--- src/rtl/ifetch_queue_pkg.sv ---
// mips_defs: constants and the fetch FSM encoding shared by the
// instruction-fetch front end of the 5-stage MIPS core.
//   INSN_W   : instruction word width
//   PC_STEP  : PC increment per sequential fetch
//   NOP_INSN : canonical no-op encoding
//   fetch_state_e : IDLE / RUN / FLUSH states of the fetch FSM
package mips_defs;

  localparam int INSN_W = 32;
  localparam int PC_STEP = 4;
  localparam logic [31:0] NOP_INSN = 32'h0000_0000;

  typedef enum logic [1:0] {
    ST_IDLE  = 2'b00,
    ST_RUN   = 2'b01,
    ST_FLUSH = 2'b10
  } fetch_state_e;

endpackage

--- src/rtl/ifetch_queue_if.sv ---
// ifetch_queue_if: ROM request/response and decode valid/ready bundle of the
// fetch front end.
//   rom_addr/rom_ce  : read request to the 1-cycle synchronous instruction ROM
//   rom_data         : ROM word, valid the cycle after rom_ce
//   out_valid/ready  : handshake to decode
//   out_pc/out_insn  : payload of the queue head
// master = fetch unit, slave = ROM plus decode side.
interface ifetch_queue_if #(
  parameter int ADDR_W = 32
) ();

  logic [ADDR_W-1:0] rom_addr;
  logic              rom_ce;
  logic [31:0]       rom_data;
  logic              out_valid;
  logic              out_ready;
  logic [ADDR_W-1:0] out_pc;
  logic [31:0]       out_insn;

  modport master (
    output rom_addr,
    output rom_ce,
    input  rom_data,
    output out_valid,
    input  out_ready,
    output out_pc,
    output out_insn
  );

  modport slave (
    input  rom_addr,
    input  rom_ce,
    output rom_data,
    input  out_valid,
    output out_ready,
    input  out_pc,
    input  out_insn
  );

endinterface

--- src/rtl/ifetch_queue_fifo.sv ---
// ifetch_fifo: synchronous circular FIFO holding fetched {pc, insn} entries.
//   clk, rst : clock, asynchronous active-low reset
//   push/din : write din at the tail (ignored when full and not popping)
//   pop      : advance the head (ignored when empty)
//   clear    : empty the FIFO; wins over push and pop
//   dout     : head entry (registered storage, no bypass from din)
//   count    : occupied entries, 0..DEPTH
// Pointers are clog2(DEPTH) bits and wrap on their own since DEPTH is a
// power of two; count tells full from empty.
module ifetch_fifo #(
  parameter int WIDTH = 64,
  parameter int DEPTH = 4
) (
  input  logic                     clk,
  input  logic                     rst,
  input  logic                     push,
  input  logic                     pop,
  input  logic                     clear,
  input  logic [WIDTH-1:0]         din,
  output logic [WIDTH-1:0]         dout,
  output logic [$clog2(DEPTH):0]   count
);

  localparam int PTR_W = $clog2(DEPTH);
  localparam int CNT_W = PTR_W + 1;

  logic [WIDTH-1:0] mem_r [DEPTH];
  logic [PTR_W-1:0] wr_ptr_r;
  logic [PTR_W-1:0] rd_ptr_r;
  logic [CNT_W-1:0] count_r;
  logic             do_push_s;
  logic             do_pop_s;

  // Qualify push/pop against the current fill level.
  always_comb begin
    do_push_s = 1'b0;
    do_pop_s  = 1'b0;
    if (count_r != {CNT_W{1'b0}}) begin
      do_pop_s = pop;
    end else begin
      do_pop_s = 1'b0;
    end
    if (count_r < CNT_W'(DEPTH)) begin
      do_push_s = push;
    end else begin
      // A full queue may still take a push when the head leaves this cycle.
      do_push_s = push & do_pop_s;
    end
  end

  // Storage, pointers and occupancy counter.
  always_ff @(posedge clk or negedge rst) begin
    if (!rst) begin
      for (int i = 0; i < DEPTH; i++) begin
        mem_r[i] <= '0;
      end
      wr_ptr_r <= '0;
      rd_ptr_r <= '0;
      count_r  <= '0;
    end else if (clear) begin
      wr_ptr_r <= '0;
      rd_ptr_r <= '0;
      count_r  <= '0;
    end else begin
      if (do_push_s) begin
        mem_r[wr_ptr_r] <= din;
        wr_ptr_r        <= wr_ptr_r + PTR_W'(1);
      end
      if (do_pop_s) begin
        rd_ptr_r <= rd_ptr_r + PTR_W'(1);
      end
      case ({do_push_s, do_pop_s})
        2'b10:   count_r <= count_r + CNT_W'(1);
        2'b01:   count_r <= count_r - CNT_W'(1);
        default: count_r <= count_r;
      endcase
    end
  end

  assign dout  = mem_r[rd_ptr_r];
  assign count = count_r;

endmodule

--- src/rtl/ifetch_queue.sv ---
// ifetch_queue: instruction-fetch front end of the 5-stage MIPS core.
// Owns the PC, issues reads to a 1-cycle-latency synchronous ROM, buffers
// returned words in a DEPTH-entry queue and presents {pc, insn} to decode
// over valid/ready. A redirect flushes queued and in-flight fetches.
//   clk, rst     : clock, asynchronous active-low reset
//   fetch_en     : allow new ROM requests
//   redirect     : flush and restart at redirect_pc (bits [1:0] ignored)
//   bus (master) : rom_addr/rom_ce/rom_data and out_valid/out_ready/out_pc/out_insn
//   count        : occupied queue entries
module ifetch_queue
  import mips_defs::*;
#(
  parameter int                ADDR_W   = 32,
  parameter int                DEPTH    = 4,
  parameter logic [ADDR_W-1:0] RESET_PC = '0
) (
  input  logic                   clk,
  input  logic                   rst,
  input  logic                   fetch_en,
  input  logic                   redirect,
  input  logic [ADDR_W-1:0]      redirect_pc,
  ifetch_queue_if.master         bus,
  output logic [$clog2(DEPTH):0] count
);

  localparam int CNT_W = $clog2(DEPTH) + 1;
  localparam int PAY_W = ADDR_W + INSN_W;

  fetch_state_e      state_r;
  fetch_state_e      state_nx_s;
  logic [ADDR_W-1:0] pc_r;
  logic              epoch_r;
  logic              inflight_r;
  logic [ADDR_W-1:0] req_pc_r;
  logic              req_epoch_r;

  logic [CNT_W-1:0]  count_s;
  logic [CNT_W:0]    occ_s;
  logic              issue_s;
  logic              push_s;
  logic              pop_s;
  logic              out_valid_s;
  logic [ADDR_W-1:0] target_pc_s;
  logic [PAY_W-1:0]  din_s;
  logic [PAY_W-1:0]  dout_s;

  // Word-align the redirect target by masking the byte offset.
  assign target_pc_s = redirect_pc & ~ADDR_W'(3);

  assign out_valid_s = (count_s != {CNT_W{1'b0}});

  // Handshake qualification. A redirect discards this cycle's pop and push:
  // the whole queue is cleared anyway, and a stale response must not land.
  always_comb begin
    pop_s  = 1'b0;
    push_s = 1'b0;
    if (redirect) begin
      pop_s  = 1'b0;
      push_s = 1'b0;
    end else begin
      pop_s  = out_valid_s & bus.out_ready;
      push_s = inflight_r & (req_epoch_r == epoch_r);
    end
  end

  // Issue only while the queue can absorb the response after this edge:
  // occupancy after the edge plus the new request must fit in DEPTH.
  always_comb begin
    occ_s   = {1'b0, count_s} + {{CNT_W{1'b0}}, inflight_r}
            - {{CNT_W{1'b0}}, pop_s};
    issue_s = 1'b0;
    if ((state_r == ST_RUN) && fetch_en && !redirect
        && (occ_s < (CNT_W + 1)'(DEPTH))) begin
      issue_s = 1'b1;
    end else begin
      issue_s = 1'b0;
    end
  end

  // Fetch FSM next-state logic; redirect forces FLUSH from any state.
  always_comb begin
    state_nx_s = state_r;
    case (state_r)
      ST_IDLE:  state_nx_s = redirect ? ST_FLUSH : ST_RUN;
      ST_RUN:   state_nx_s = redirect ? ST_FLUSH : ST_RUN;
      ST_FLUSH: state_nx_s = redirect ? ST_FLUSH : ST_RUN;
      default:  state_nx_s = ST_IDLE;
    endcase
  end

  // Fetch FSM state register.
  always_ff @(posedge clk or negedge rst) begin
    if (!rst) begin
      state_r <= ST_IDLE;
    end else begin
      state_r <= state_nx_s;
    end
  end

  // PC, epoch and in-flight request tracking. The epoch tags each request so
  // a response issued before a redirect is recognised as stale.
  always_ff @(posedge clk or negedge rst) begin
    if (!rst) begin
      pc_r        <= RESET_PC;
      epoch_r     <= 1'b0;
      inflight_r  <= 1'b0;
      req_pc_r    <= '0;
      req_epoch_r <= 1'b0;
    end else if (redirect) begin
      pc_r       <= target_pc_s;
      epoch_r    <= ~epoch_r;
      inflight_r <= 1'b0;
    end else begin
      inflight_r <= issue_s;
      if (issue_s) begin
        pc_r        <= pc_r + ADDR_W'(PC_STEP);
        req_pc_r    <= pc_r;
        req_epoch_r <= epoch_r;
      end
    end
  end

  assign din_s = {req_pc_r, bus.rom_data};

  ifetch_fifo #(
    .WIDTH (PAY_W),
    .DEPTH (DEPTH)
  ) u_fifo (
    .clk   (clk),
    .rst   (rst),
    .push  (push_s),
    .pop   (pop_s),
    .clear (redirect),
    .din   (din_s),
    .dout  (dout_s),
    .count (count_s)
  );

  assign bus.rom_addr  = pc_r;
  assign bus.rom_ce    = issue_s;
  assign bus.out_valid = out_valid_s;
  assign bus.out_pc    = dout_s[PAY_W-1:INSN_W];
  assign bus.out_insn  = dout_s[INSN_W-1:0];
  assign count         = count_s;

endmodule

--- src/flat_wrapper.sv ---
// flat-port wrapper written by rule: the top's interface ports become plain ports
module ifetch_queue_flat import mips_defs::*;
#(
  parameter int                ADDR_W   = 32,
  parameter int                DEPTH    = 4,
  parameter logic [ADDR_W-1:0] RESET_PC = '0
)
  (clk, rst, fetch_en, redirect, redirect_pc, count, bus_rom_addr, bus_rom_ce, bus_rom_data, bus_out_valid, bus_out_ready, bus_out_pc, bus_out_insn);
  ifetch_queue_if #(.ADDR_W(ADDR_W)) bus_i ();
  input  logic clk;
  input  logic rst;
  input  logic fetch_en;
  input  logic redirect;
  input  logic [ADDR_W-1:0] redirect_pc;
  output logic [$clog2(DEPTH):0] count;
  output wire logic [$bits(bus_i.rom_addr)-1:0] bus_rom_addr;
  output wire logic [$bits(bus_i.rom_ce)-1:0] bus_rom_ce;
  input wire logic [$bits(bus_i.rom_data)-1:0] bus_rom_data;
  output wire logic [$bits(bus_i.out_valid)-1:0] bus_out_valid;
  input wire logic [$bits(bus_i.out_ready)-1:0] bus_out_ready;
  output wire logic [$bits(bus_i.out_pc)-1:0] bus_out_pc;
  output wire logic [$bits(bus_i.out_insn)-1:0] bus_out_insn;
  assign bus_rom_addr = bus_i.rom_addr;
  assign bus_rom_ce = bus_i.rom_ce;
  assign bus_i.rom_data = bus_rom_data;
  assign bus_out_valid = bus_i.out_valid;
  assign bus_i.out_ready = bus_out_ready;
  assign bus_out_pc = bus_i.out_pc;
  assign bus_out_insn = bus_i.out_insn;
  ifetch_queue #(.ADDR_W(ADDR_W), .DEPTH(DEPTH), .RESET_PC(RESET_PC)) u_core (.clk(clk), .rst(rst), .fetch_en(fetch_en), .redirect(redirect), .redirect_pc(redirect_pc), .bus(bus_i), .count(count));
endmodule
--- config.mk ---
export PLATFORM = sky130hd
export DESIGN_NAME = ifetch_queue_flat
export DESIGN_NICKNAME = d
export VERILOG_FILES = /design/src/rtl/ifetch_queue_pkg.sv /design/src/rtl/ifetch_queue_if.sv /design/src/rtl/ifetch_queue_fifo.sv /design/src/rtl/ifetch_queue.sv /design/src/flat_wrapper.sv
export SDC_FILE = /design/constraint.sdc
export NUM_CORES = 1
export LEC_CHECK = 0
export BUFFER_PORTS_ARGS = -buffer_cell sky130_fd_sc_hd__clkbuf_2
export CAP_MARGIN = 20
export CORE_AREA = 2 2 191 146
export DETAILED_ROUTE_END_ITERATION = 8
export DIE_AREA = 0 0 193 148
export GPL_TIMING_DRIVEN = 1
export PLACE_DENSITY = 0.79
export SYNTH_ARGS = -nofsm -noshare
export SYNTH_HDL_FRONTEND = slang
export SYNTH_HIERARCHICAL = 1
export SYNTH_SLANG_ARGS = --single-unit
--- constraint.sdc ---
create_clock -name clk -period 3.5 [get_ports clk]
set_input_delay 0.35 -clock clk [delete_from_list [all_inputs] [get_ports clk]]
set_output_delay 0.35 -clock clk [all_outputs]
set_load 0.02 [all_outputs]
Word level (Yosys, flattened, before mapping)

Cells that the tools add are included.

Register bits: 332
Input bits: 69
Output and inout port bits: 101
Word-level logic and storage cells: 73

Add/subtract/negate cells: 7
Order comparisons: 5
Equality and inequality tests: 5
Multiplexer cells: 22
Bitwise logic cells: 7
Reduce and logical (&&, ||, !) cells: 14

Operator list:

| kind                                                                 | number |
|---|---|
| 256-bit bitwise mux                                                  | 1 |
| 64-bit two-way mux                                                   | 3 |
| 64-bit binary-select mux with 2-bit select                           | 1 |
| 64-bit demux with 2-bit select                                       | 1 |
| 32-bit two-way mux                                                   | 2 |
| 32-bit by 3-bit adder with 32-bit output, second input constant      | 1 |
| 2-bit two-way mux                                                    | 6 |
| 3-bit greater-or-equal comparator, second input constant             | 2 |
| 1-bit two-way mux                                                    | 6 |
| 2-bit NOT with 3-bit output                                          | 2 |
| 3-bit case mux with 2 select lines                                   | 1 |
| 2-bit nonzero test                                                   | 3 |
| 3-bit nonzero test                                                   | 2 |
| 2-bit by 1-bit adder with 2-bit output, second input constant        | 2 |
| 3-bit by 1-bit adder with 4-bit output                               | 1 |
| 2-bit by 1-bit == test with 1-bit output, second input constant      | 2 |
| 2-bit == test, second input constant                                 | 2 |
| 1-bit logical AND                                                    | 4 |
| 4-bit by 3-bit < comparator with 1-bit output, second input constant | 1 |
| 2-bit AND reduction                                                  | 2 |
| 4-bit by 1-bit subtractor with 4-bit output                          | 1 |
| 3-bit by 1-bit adder with 3-bit output, second input constant        | 1 |
| 1-bit bitwise AND                                                    | 3 |
| 3-bit by 1-bit < comparator with 1-bit output, second input constant | 1 |
| other kinds (8)                                                      | 9 |

Logic depth before layout (Yosys ltp)

Gate-level depths: netlist (run 1).

Depth after elaboration: 9
Gate-level depth with buffers: 14
Mapped depth without buffers: 10

Cells and area by module

The synthesis (run 1) kept the hierarchy.

Modules (own cells, without submodules):

| module       | instances | cells each | area each (um^2) | sequential area each (um^2) |
|---|---|---|---|---|
| ifetch_fifo  | 1         | 680        | 12210.5          | 6581.3 |
| ifetch_queue | 1         | 300        | 3300.7           | 1626.6 |

Least setup slack after synthesis (run 1)

Ideal clock, no wire load.

Path kind: flip-flop to flip-flop
From: register u_core.u_fifo.count_r[2] (netlist: u_core/u_fifo/count[2])
To: register u_core.pc_r[29] (netlist: u_core/bus.rom_addr[29])
Library setup time: 0.125 ns
Arrival time: 3.046 ns
Required time: 3.375 ns
Slack: 0.329 ns
Cell stages (with the launch flop): 12
Buffers on the path: 1
Period minus slack after synthesis: 3.171 ns
Cell sequence: dfrtp_1 > or3_1 > and3_1 > ha_1 > inv_1 > ha_1 > and3b_1 > nor4_4 > buf_2 > o2111ai_1 > xnor2_1 > mux2_2

Longest elaborated chain between the ends: 8
Elaborated cells on any way between the ends: 9
Those cells by class: add/sub: 2; order compare: 1; mux: 2; bitwise: 1; reduce/logical: 3

RTL lines:

| what                                          | line                    | source |
|---|---|---|
| from (decl)                                   | ifetch_queue_fifo.sv:30 | `logic [CNT_W-1:0] count_r;` |
| from (signal assigned)                        | ifetch_queue_fifo.sv:73 | `2'b10: count_r <= count_r + CNT_W'(1);` |
| from (signal assigned)                        | ifetch_queue_fifo.sv:74 | `2'b01: count_r <= count_r - CNT_W'(1);` |
| from (signal assigned)                        | ifetch_queue_fifo.sv:75 | `default: count_r <= count_r;` |
| 3-bit nonzero test                            | ifetch_queue.sv:50      | `assign out_valid_s = (count_s != {CNT_W{1'b0}});` |
| net bus_out_valid                             | flat_wrapper.sv:19      | `output wire logic [$bits(bus_i.out_valid)-1:0] bus_out_valid;` |
| 1-bit bitwise AND                             | ifetch_queue.sv:61      | `pop_s = out_valid_s & bus.out_ready;` |
| 1-bit two-way mux                             | ifetch_queue.sv:57      | `if (redirect) begin` |
| net u_core.pop_s                              | ifetch_queue.sv:41      | `logic pop_s;` |
| 4-bit by 1-bit subtractor with 4-bit output   | ifetch_queue.sv:70      | `- {{CNT_W{1'b0}}, pop_s};` |
| 4-bit by 3-bit < comparator with 1-bit output | ifetch_queue.sv:73      | `&& (occ_s < (CNT_W + 1)'(DEPTH))) begin` |
| 1-bit logical AND                             | ifetch_queue.sv:73      |  |
| 1-bit two-way mux                             | ifetch_queue.sv:72      | `if ((state_r == ST_RUN) && fetch_en && !redirect` |
| 2-bit nonzero test (no source line)           | --                      |  |
| to (signal assigned)                          | ifetch_queue.sv:110     | `pc_r <= target_pc_s;` |
| to (signal assigned)                          | ifetch_queue.sv:116     | `pc_r <= pc_r + ADDR_W'(PC_STEP);` |
| to (decl)                                     | ifetch_queue.sv:31      | `logic [ADDR_W-1:0] pc_r;` |

The timed path passes the listed nets, and every way through them passes these cells.
A chain may end at the register's enable or synchronous reset.

Final worst setup path (run 1)

From: register u_core.u_fifo.count_r[2] (netlist: u_core/u_fifo/count[2])
To: output port bus_rom_ce

Longest elaborated chain between the ends: 7
Elaborated cells on any way between the ends: 8
Those cells by class: add/sub: 2; order compare: 1; mux: 2; bitwise: 1; reduce/logical: 2

RTL lines:

| what                                          | line               | source |
|---|---|---|
| 3-bit nonzero test                            | ifetch_queue.sv:50 |  |
| 1-bit bitwise AND                             | ifetch_queue.sv:61 |  |
| 1-bit two-way mux                             | ifetch_queue.sv:57 |  |
| net u_core.pop_s                              | ifetch_queue.sv:41 |  |
| 4-bit by 1-bit subtractor with 4-bit output   | ifetch_queue.sv:70 |  |
| 4-bit by 3-bit < comparator with 1-bit output | ifetch_queue.sv:73 |  |
| 1-bit logical AND                             | ifetch_queue.sv:73 |  |
| 1-bit two-way mux                             | ifetch_queue.sv:72 |  |
| to (decl)                                     | flat_wrapper.sv:17 | `output wire logic [$bits(bus_i.rom_ce)-1:0] bus_rom_ce;` |

The timed path passes the listed nets, and every way through them passes these cells.

==> run metrics, run 1 <==
crit end category=primary output; post-route ant nets=0; Reg clk slew, reported paths=60 ps; Hold Path Depth=3; WHS Endpoint=u_core/bus.rom_addr[23]; final-report hold violation count=0; root buf cell=clkbuf_16; Die ar.=28600 sq um; most numerous cell in the Yosys netlist=dfrtp_1; number of fill cells=1895; Yosys top cell by area=dfrtp_1; DP HPWL=21000 um; FMAX=296 MHz; Reg area=8220 sq um; Mean Syn Cell Area=15.8 sq um; Switching Share=0.267; number of synthesized register bits=328; worst r2r dst=u_core/bus.rom_addr[15]; vias post-DR=8958; critical path peak fanout=8; worst clock skew=17.1 ps; synth unique cells=56; Slew Limit Fails=0; Hold Startpoint=redirect_pc[23]; GPL Wtd Cong=0.816; row count=52; reg2reg start=u_core/u_fifo/count[2]; TritonRoute pass-1 iters=5; Total Power=0.0102 W; count of final setup violators=0; core region area=26700 sq um; Power Dens Cells=567 nW/um^2; Layout area overhead=16.1%; dpl cells=1470; Multi-input gate area=6830 sq um; switching power total=0.00272 W; ys flop type=dfrtp_1; Leak=9.06 nW; Ys Warns=6; Seq pwr share=0.448; Worst-Margin Slew=1080 ps; Clk pwr share=0.374; first-iteration detailed-routing DRC count=443; diode count=0; number of synthesized flops with an enable pin=0; critical path arrival=3030 ps; Post-synth ARST share=1.00; Starting Density=0.581; TritonCTS clock tree=yes; Chip Width=193 um; sequential fraction of the synthesis area=0.529; fin cells=1534; PortBufs=165; CP Class=reg2out; Die Y=148 um; Rel. slew slack=0.280; hold_ws=40.6 ps; cell count after synthesis=980; Max Buffers Root-to-Sink=3; Sink Count=328; Final #Nets=1239; Hold Path Class=in2reg; gr usage total=0.238; Worst-Skew Late Latency=520 ps; Congestion Overflow GR=0; H-tree depth=2; wire length per cell=21.7 um; Inserted Clock Buffers=35; share of cells above drive strength 1=0.503; Via-to-Cell Ratio=5.84; Syn Std Cell Area=15500 sq um; largest net degree at the start of global routing=96; synth top area cells=dfrtp_1 (53%), mux2_4 (14%), mux4_2 (9.3%), mux2_2 (9.0%), buf_6 (1.9%); period utilization=0.966; internal power=0.00748 W; status=finished, final reports clean; Yosys top cell area share=0.529; initial antenna violation count=0; Worst IR Drop VDD=0.000504 V; R2R depth=13; top cells by count, synth=dfrtp_1 (328), mux2_4 (140), mux2_2 (124), mux4_2 (64), nand2_1 (33); Startpoint Class=flip-flop; max-cap viol count=0; Post-route DRC=0; Worst EP required=3150 ps; IO Pins=170; combinational power share=0.177; FF-to-FF setup slack=250 ps; first-pass GRT wire length=52600 um; number of global-route vias before repair=9413; Tmin final=3380 ps; WL final=33200 um; Finished Core Util=0.675
## layout make-up
class / count / share of cell area
Multi-Input combinational cell: 581 / 0.379
Timing Repair Buffer: 199 / 0.0709
Clock inverter: 8 / 0.00917
Clock buffer: 51 / 0.0566
Sequential cell: 328 / 0.456
Tap cell: 351 / 0.0244
Inverter: 16 / 0.00334
## sequential cells by signal, summed over array words and instances (netlist names)
name and cells:
u_core/bus.rom_addr 30, u_core/epoch_r 1, u_core/inflight_r 1, u_core/req_epoch_r 1, u_core/req_pc_r 30, u_core/state_r 2
u_core/u_fifo/count 3, u_core/u_fifo/mem_r 256, u_core/u_fifo/rd_ptr_r 2, u_core/u_fifo/wr_ptr_r 2
## what timing repair did
action / CTS / global route
pin swaps: 0 / 1
gates resized for setup: 1 / 6
hold endpoints to repair: 90 / 0
buffers inserted: 0 / 3
gates cloned: 0 / 1
hold buffers: 1 / 0
endpoints found under the setup margin: 1 / 1
## critical path, cell delays in order (launching register included)
cell and delay [ps]:
dfrtp_1 370, or3_4 390, and3_1 210, ha_1 180
inv_1 60, ha_1 230, and3b_2 230, nor4_4 350
buf_12 150, o21ai_4 110, inv_1 90, buf_4 140
## power by group through the flow
stage | Clock (W) | Sequential, W | Combinational [W]
CTS | 0.00392 | 0.00457 | 0.00183
finish | 0.00382 | 0.00457 | 0.00181
floorplan | 0 | 0.00453 | 0.00121
global route | 0.00406 | 0.00463 | 0.00194
detailed placement | 0 | 0.00462 | 0.00182
global placement | 0 | 0.00460 | 0.00177
## cells in the final DEF (no fill, tap or decap), drive strengths merged, types with 2 or more instances in the layout
cell and n:
a211oi 2, a21oi 7, a31oi 4, and2 3, and3 5, and4 3, buf 34, bufinv 5
clkbuf 215, clkinv 3, conb 10, dfrtp 328, ha 8, inv 16, mux2 286, mux4 64
nand2 33, nand3 11, nand3b 2, nand4 3, nor2 11, nor2b 3, nor3 4, nor4 5
nor4b 2, o2111ai 15, o211ai 11, o21ai 37, or3 6, xnor2 10, xor2 21
## metal layers
layer  global-route usage  wire, um  up-vias
li1                     -         -     3973
met1                0.351     15300     4665
met2                0.366     15400      271
met3               0.0461      1930       49
met4               0.0640       595        0
met5                    0         0        -
## how the worst max path moves through the flow
| stage | from | end | slack, ps |
|---|---|---|---|
| 5_1_grt | u_core/u_fifo/count[2] | bus_rom_ce | -3 |
| 2_1_floorplan | u_core/u_fifo/count[2] | u_core/bus.rom_addr[29] | 330 |
| 3_3_place_gp | u_core/u_fifo/count[2] | u_core/req_pc_r[5] | 530 |
| 6_report | u_core/u_fifo/count[2] | bus_rom_ce | 120 |
| 3_5_place_dp | u_core/u_fifo/count[2] | u_core/req_pc_r[5] | 480 |
| 4_1_cts | u_core/u_fifo/count[2] | bus_rom_ce | 30 |
## metrics by stage
step | TNS (ps) | area [sq um] | worst slack [ps]
5_1_grt | -2.81 | 18000 | -2.81
3_3_place_gp | 0 | 16700 | 527
2_1_floorplan | 0 | 15500 | 329
4_1_cts | 0 | 17900 | 30.9
3_5_place_dp | 0 | 16700 | 480
6_report | 0 | 18000 | 121
## kinds of logic (layout without fill, tap and decap cells)
| logic type | Yosys count | after routing | share of synthesized area |
|---|---|---|---|
| multiplexers | 351 | 351 | 0.335 |
| flip-flops | 328 | 328 | 0.529 |
| AND/OR/NAND/NOR | 98 | 98 | 0.0420 |
| AO/OA/AOI/OAI | 82 | 82 | 0.0342 |
| buffers and inverters | 80 | 274 | 0.0340 |
| XOR/XNOR | 31 | 31 | 0.0175 |
| adder cells (fa/ha/maj) | 9 | 9 | 0.00774 |
| other | 1 | 10 | 0.000242 |
Note: power is estimated with default switching activity, not from simulation.
==> inputs of run 2 (changes only) <==
--- a/config.mk
+++ b/config.mk
@@ -11,7 +11,7 @@
 export DETAILED_ROUTE_END_ITERATION = 8
 export DIE_AREA = 0 0 193 148
 export GPL_TIMING_DRIVEN = 1
-export PLACE_DENSITY = 0.79
+export PLACE_DENSITY = 0.77
 export SYNTH_ARGS = -nofsm -noshare
 export SYNTH_HDL_FRONTEND = slang
 export SYNTH_HIERARCHICAL = 1
==> run metrics, run 2 (synthesized netlist as in run 1, its figures left out) <==
status=finished, final reports clean; CP Class=reg2out; Leak=9.05 nW; Post-route DRC=0; fin cells=1545; Via-to-Cell Ratio=5.88; FMAX=302 MHz; crit end category=primary output; Starting Density=0.581; Worst-Skew Late Latency=560 ps; core region area=26700 sq um; commonest non-fill, non-tap cells in the layout=dfrtp_1 (326), clkbuf_2 (163), mux2_4 (140), mux2_2 (124), mux4_2 (64); slowest stage delay, CP=400 ps; Cell Chain, Critical Path=or3_1 > and3_1 > ha_1 > inv_1 > ha_1 > and3b_1 > nor4_4 > buf_6 > o21ai_4 > inv_1 > buf_4; most common cell after layout, fill and taps aside=dfrtp_1; WL final=33100 um; number of global-route vias before repair=9521; vias post-DR=9077; dpl cells=1476; Layout area overhead=15.6%; slack of the critical path=192 ps; GPL Wtd Cong=0.818; DP HPWL=21100 um; Total Power=0.00979 W; Post-Place Worst Slack=487 ps; DP Area=16800 sq um; post-route ant nets=0; IO Pins=170; TritonCTS clock tree=yes; Bufs and invs on worst path=4; Congestion Overflow GR=0; Max Buffers Root-to-Sink=3; Reg clk slew, reported paths=70 ps; largest reg by FF count=u_core/u_fifo/mem_r; initial antenna violation count=0; row count=52; TritonRoute pass-1 iters=5; share of cells above drive strength 1=0.505; period utilization=0.945; final instance area=17900 sq um; Tmin final=3310 ps; Final #Nets=1249; CP delay by family, top=simple AND/OR/NAND/NOR gates; Worst-Margin Slew=997 ps; Die ar.=28600 sq um; max-cap viol count=0; met2 Usage GRT=0.366; Worst IR Drop VDD=0.000392 V; first-pass GRT wire length=53100 um; Chip Width=193 um; PortBufs=165; Worst EP required=3150 ps; max reg flops=256; root buf cell=clkbuf_16; Hold Path Class=in2reg; Rel. slew slack=0.336; critical path peak fanout=5; critical path arrival=2960 ps; Power Dens Cells=546 nW/um^2; busiest grt layer=met2; Die Y=148 um; Startpoint Class=flip-flop; final-report hold violation count=0; largest net degree at the start of global routing=132; met1 usage=0.365; Inserted Clock Buffers=31; diode count=0; Slew Limit Fails=0; met3 usage=0.0411; Sink Count=328; gr usage total=0.239; Finished Core Util=0.672; H-tree depth=1; count of final setup violators=0; CP max-delay cell=or3_1; wire length per cell=21.4 um; worst clock skew=9.02 ps; first-iteration detailed-routing DRC count=535
## run 2: final cells by class
type	instances	area, sq um
fill	1851	8750
clock buffer	43	891
multi-input combinational	581	6820
inverter	16	60.1
tap	351	439
sequential	328	8220
clock inverter	13	144
timing repair buffer	213	1360
## run 2: what timing repair did
action,CTS,global route
endpoints found under the setup margin,1,1
hold buffers,7,0
gates resized for setup,1,2
setup buffers,1,4
cloned,1,0
pin swaps,0,2
hold endpoints to repair,130,0
## run 2: per-layer routing
metal	wire length (um)	vias up
met4	529	0
met3	1840	53
met2	15100	266
met5	0	-
met1	15600	4761
li1	-	3997
## run 2: stage by stage
stage	TNS, ps	hold WS, ps
5_1_grt	-2.58	9.28
4_1_cts	0	0.540
3_3_place_gp	0	473
2_1_floorplan	0	54.4
6_report	0	13.7
3_5_place_dp	0	481
## run 2: where the power goes
group / total, W / switching, W / leakage [nW] / internal (W)
registers: 0.00456 / 0.000359 / 4.43 / 0.00420
logic: 0.00181 / 0.000909 / 4.10 / 0.000902
clock network: 0.00342 / 0.00143 / 0.520 / 0.00199
total: 0.00979 / 0.00270 / 9.05 / 0.00709
## run 2: worst min-delay path: cells and delay by family
kind	cells	cell delay [ps]
compound gates	1	60
buf+inv	1	80
simple gates	1	40
## run 2: path summary, 6_finish.rpt
path,endpoint,cells after the start,slack [ps],startpoint
max,bus_rom_ce,11,190,u_core/u_fifo/count[2]
min,u_core/bus.rom_addr[5],3,10,redirect_pc[5]
max reg2reg,u_core/bus.rom_addr[31],12,400,u_core/u_fifo/count[2]
min reg2reg,u_core/u_fifo/mem_r[86],1,490,u_core/u_fifo/mem_r[86]
max in group asynchronous,u_core/u_fifo/mem_r[122],3,2120,rst
min in group asynchronous,u_core/u_fifo/mem_r[219],2,510,rst
==> inputs of run 3 (changes only) <==
--- a/config.mk
+++ b/config.mk
@@ -7,11 +7,11 @@
 export LEC_CHECK = 0
 export BUFFER_PORTS_ARGS = -buffer_cell sky130_fd_sc_hd__clkbuf_2
 export CAP_MARGIN = 20
-export CORE_AREA = 2 2 191 146
+export CORE_AREA = 2 2 247 188
 export DETAILED_ROUTE_END_ITERATION = 8
-export DIE_AREA = 0 0 193 148
+export DIE_AREA = 0 0 249 190
 export GPL_TIMING_DRIVEN = 1
-export PLACE_DENSITY = 0.77
+export PLACE_DENSITY = 0.5
 export SYNTH_ARGS = -nofsm -noshare
 export SYNTH_HDL_FRONTEND = slang
 export SYNTH_HIERARCHICAL = 1
==> run metrics, run 3 (synthesized netlist as in run 1, its figures left out) <==
Max Buffers Root-to-Sink=3; max-cap viol count=0; Chip Width=249 um; Inserted Clock Buffers=38; Slew Limit Fails=0; switching power total=0.00287 W; DP HPWL=22800 um; core region area=45200 sq um; most common cell after layout, fill and taps aside=dfrtp_1; Worst-Margin Slew=876 ps; post-route ant nets=0; Post-route DRC=0; Starting Density=0.343; Startpoint Class=flip-flop; vias post-DR=8840; count of final setup violators=0; FMAX=301 MHz; Die ar.=47300 sq um; IO Pins=170; number of global-route vias before repair=9385; max reg flops=256; Total Power=0.0103 W; largest reg by FF count=u_core/u_fifo/mem_r; Reg area=8220 sq um; Seq pwr share=0.442; share of cells above drive strength 1=0.505; Tmin final=3320 ps; TritonCTS clock tree=yes; Power Dens Cells=564 nW/um^2; Final #Nets=1244; row count=68; largest net degree at the start of global routing=109; root buf cell=clkbuf_16; final instance area=18300 sq um; number of post-CTS setup repair buffers=0; Sink Count=328; Worst EP required=3150 ps; CP max-delay cell=or3_1; setup TNS=0 ps; period utilization=0.949; Hold Path Class=in2reg; critical path peak fanout=27; number of fill cells=4195; CP Class=reg2out; worst clock skew=16.7 ps; Switching Share=0.278; critical path arrival=2970 ps; Worst-Skew Late Latency=540 ps; combinational power share=0.174; Via-to-Cell Ratio=4.94; H-tree depth=2; Congestion Overflow GR=0; Die Y=190 um; PortBufs=165; hold_ws=27.4 ps; Clk pwr share=0.384; initial antenna violation count=0; Cell Chain, Critical Path=or3_1 > and3_1 > ha_1 > inv_1 > ha_1 > and3b_1 > nor4_4 > buf_6 > o21ai_4 > inv_1 > clkbuf_2; wire length per cell=20.3 um; TritonRoute pass-1 iters=5; Rel. slew slack=0.416; commonest non-fill, non-tap cells in the layout=dfrtp_1 (326), clkbuf_2 (164), mux2_4 (140), mux2_2 (124), mux4_2 (64); WL final=36300 um; slowest stage delay, CP=390 ps; diode count=0; Worst IR Drop VDD=0.000294 V; GPL Wtd Cong=0.760; RSZ-0062 raised after global routing=false; internal power=0.00746 W; gr usage total=0.157; first-pass GRT wire length=58200 um; crit end category=primary output; Leak=9.08 nW; Reg clk slew, reported paths=60 ps; Layout area overhead=18.2%; first-iteration detailed-routing DRC count=434; DP Area=17000 sq um; final-report hold violation count=0; status=finished, final reports clean; Multi-input gate area=6820 sq um
## run 3: cell count changes in the layout (fill, tap and decap cells not counted), moves of 2 or more
| cell | delta |
|---|---|
| buf_4 | -8 |
| clkbuf_16 | +7 |
| clkinv_2 | -4 |
| clkbuf_8 | +3 |
| dlygate4sd3_1 | -3 |
| clkbuf_1 | +2 |
| clkinvlp_4 | +2 |
| inv_6 | +2 |
## run 3: critical path, delay by kind of cell (launching register included)
kind / cells / cell delay, ps
and+or+nand+nor: 4 / 1040
AOI/OAI and AO/OA: 1 / 100
buffers and inverters: 4 / 550
adders and majority gates: 2 / 380
DFF: 1 / 370
## run 3: what timing repair did
item | in CTS | in global routing
endpoints found under the setup margin | 0 | 1
hold buffers | 4 | 0
endpoints found under the hold margin | 104 | 0
resized for setup | 0 | 1
## run 3: metal layers
| layer | GRT usage | share of wire |
|---|---|---|
| met5 | 0 | 0 |
| met4 | 0.0294 | 0.013 |
| met3 | 0.0389 | 0.055 |
| met2 | 0.223 | 0.42 |
| met1 | 0.241 | 0.52 |
## run 3: final timing paths
check | from | cells past startpoint | slack (ps) | endpoint
setup reg to reg | u_core/u_fifo/count[2] | 10 | 470 | u_core/req_pc_r[13]
min in group asynchronous | rst | 2 | 470 | u_core/u_fifo/mem_r[94]
hold / removal | redirect_pc[19] | 3 | 30 | u_core/bus.rom_addr[19]
hold reg to reg | u_core/u_fifo/mem_r[169] | 1 | 490 | u_core/u_fifo/mem_r[169]
max in group asynchronous | rst | 3 | 2100 | u_core/u_fifo/rd_ptr_r[1]
setup / recovery | u_core/u_fifo/count[2] | 11 | 180 | bus_rom_ce
## run 3: cell type report
| type | instances | share of cell area |
|---|---|---|
| tap | 595 | 0.0406 |
| sequential | 328 | 0.448 |
| inverter | 16 | 0.00328 |
| clock inverter | 12 | 0.00730 |
| multi-input combinational | 581 | 0.372 |
| clock buffer | 55 | 0.0608 |
| timing repair buffer | 201 | 0.0679 |
## run 3: stage by stage
step,worst slack [ps],std cells,utilization
floorplan,329,989,-
global placement,476,1717,0.377
detailed placement,485,1717,0.377
CTS,88.0,1788,0.406
global route,25.3,1788,0.406
finish,179,1788,0.406
## run 3: power groups by stage
stage / combinational (W) / clock [W] / sequential [W]
final: 0.00180 / 0.00397 / 0.00457
after global routing: 0.00194 / 0.00430 / 0.00464
after CTS: 0.00183 / 0.00412 / 0.00458
after detailed placement: 0.00183 / 0 / 0.00463
after global placement: 0.00180 / 0 / 0.00463
after floorplan: 0.00121 / 0 / 0.00453
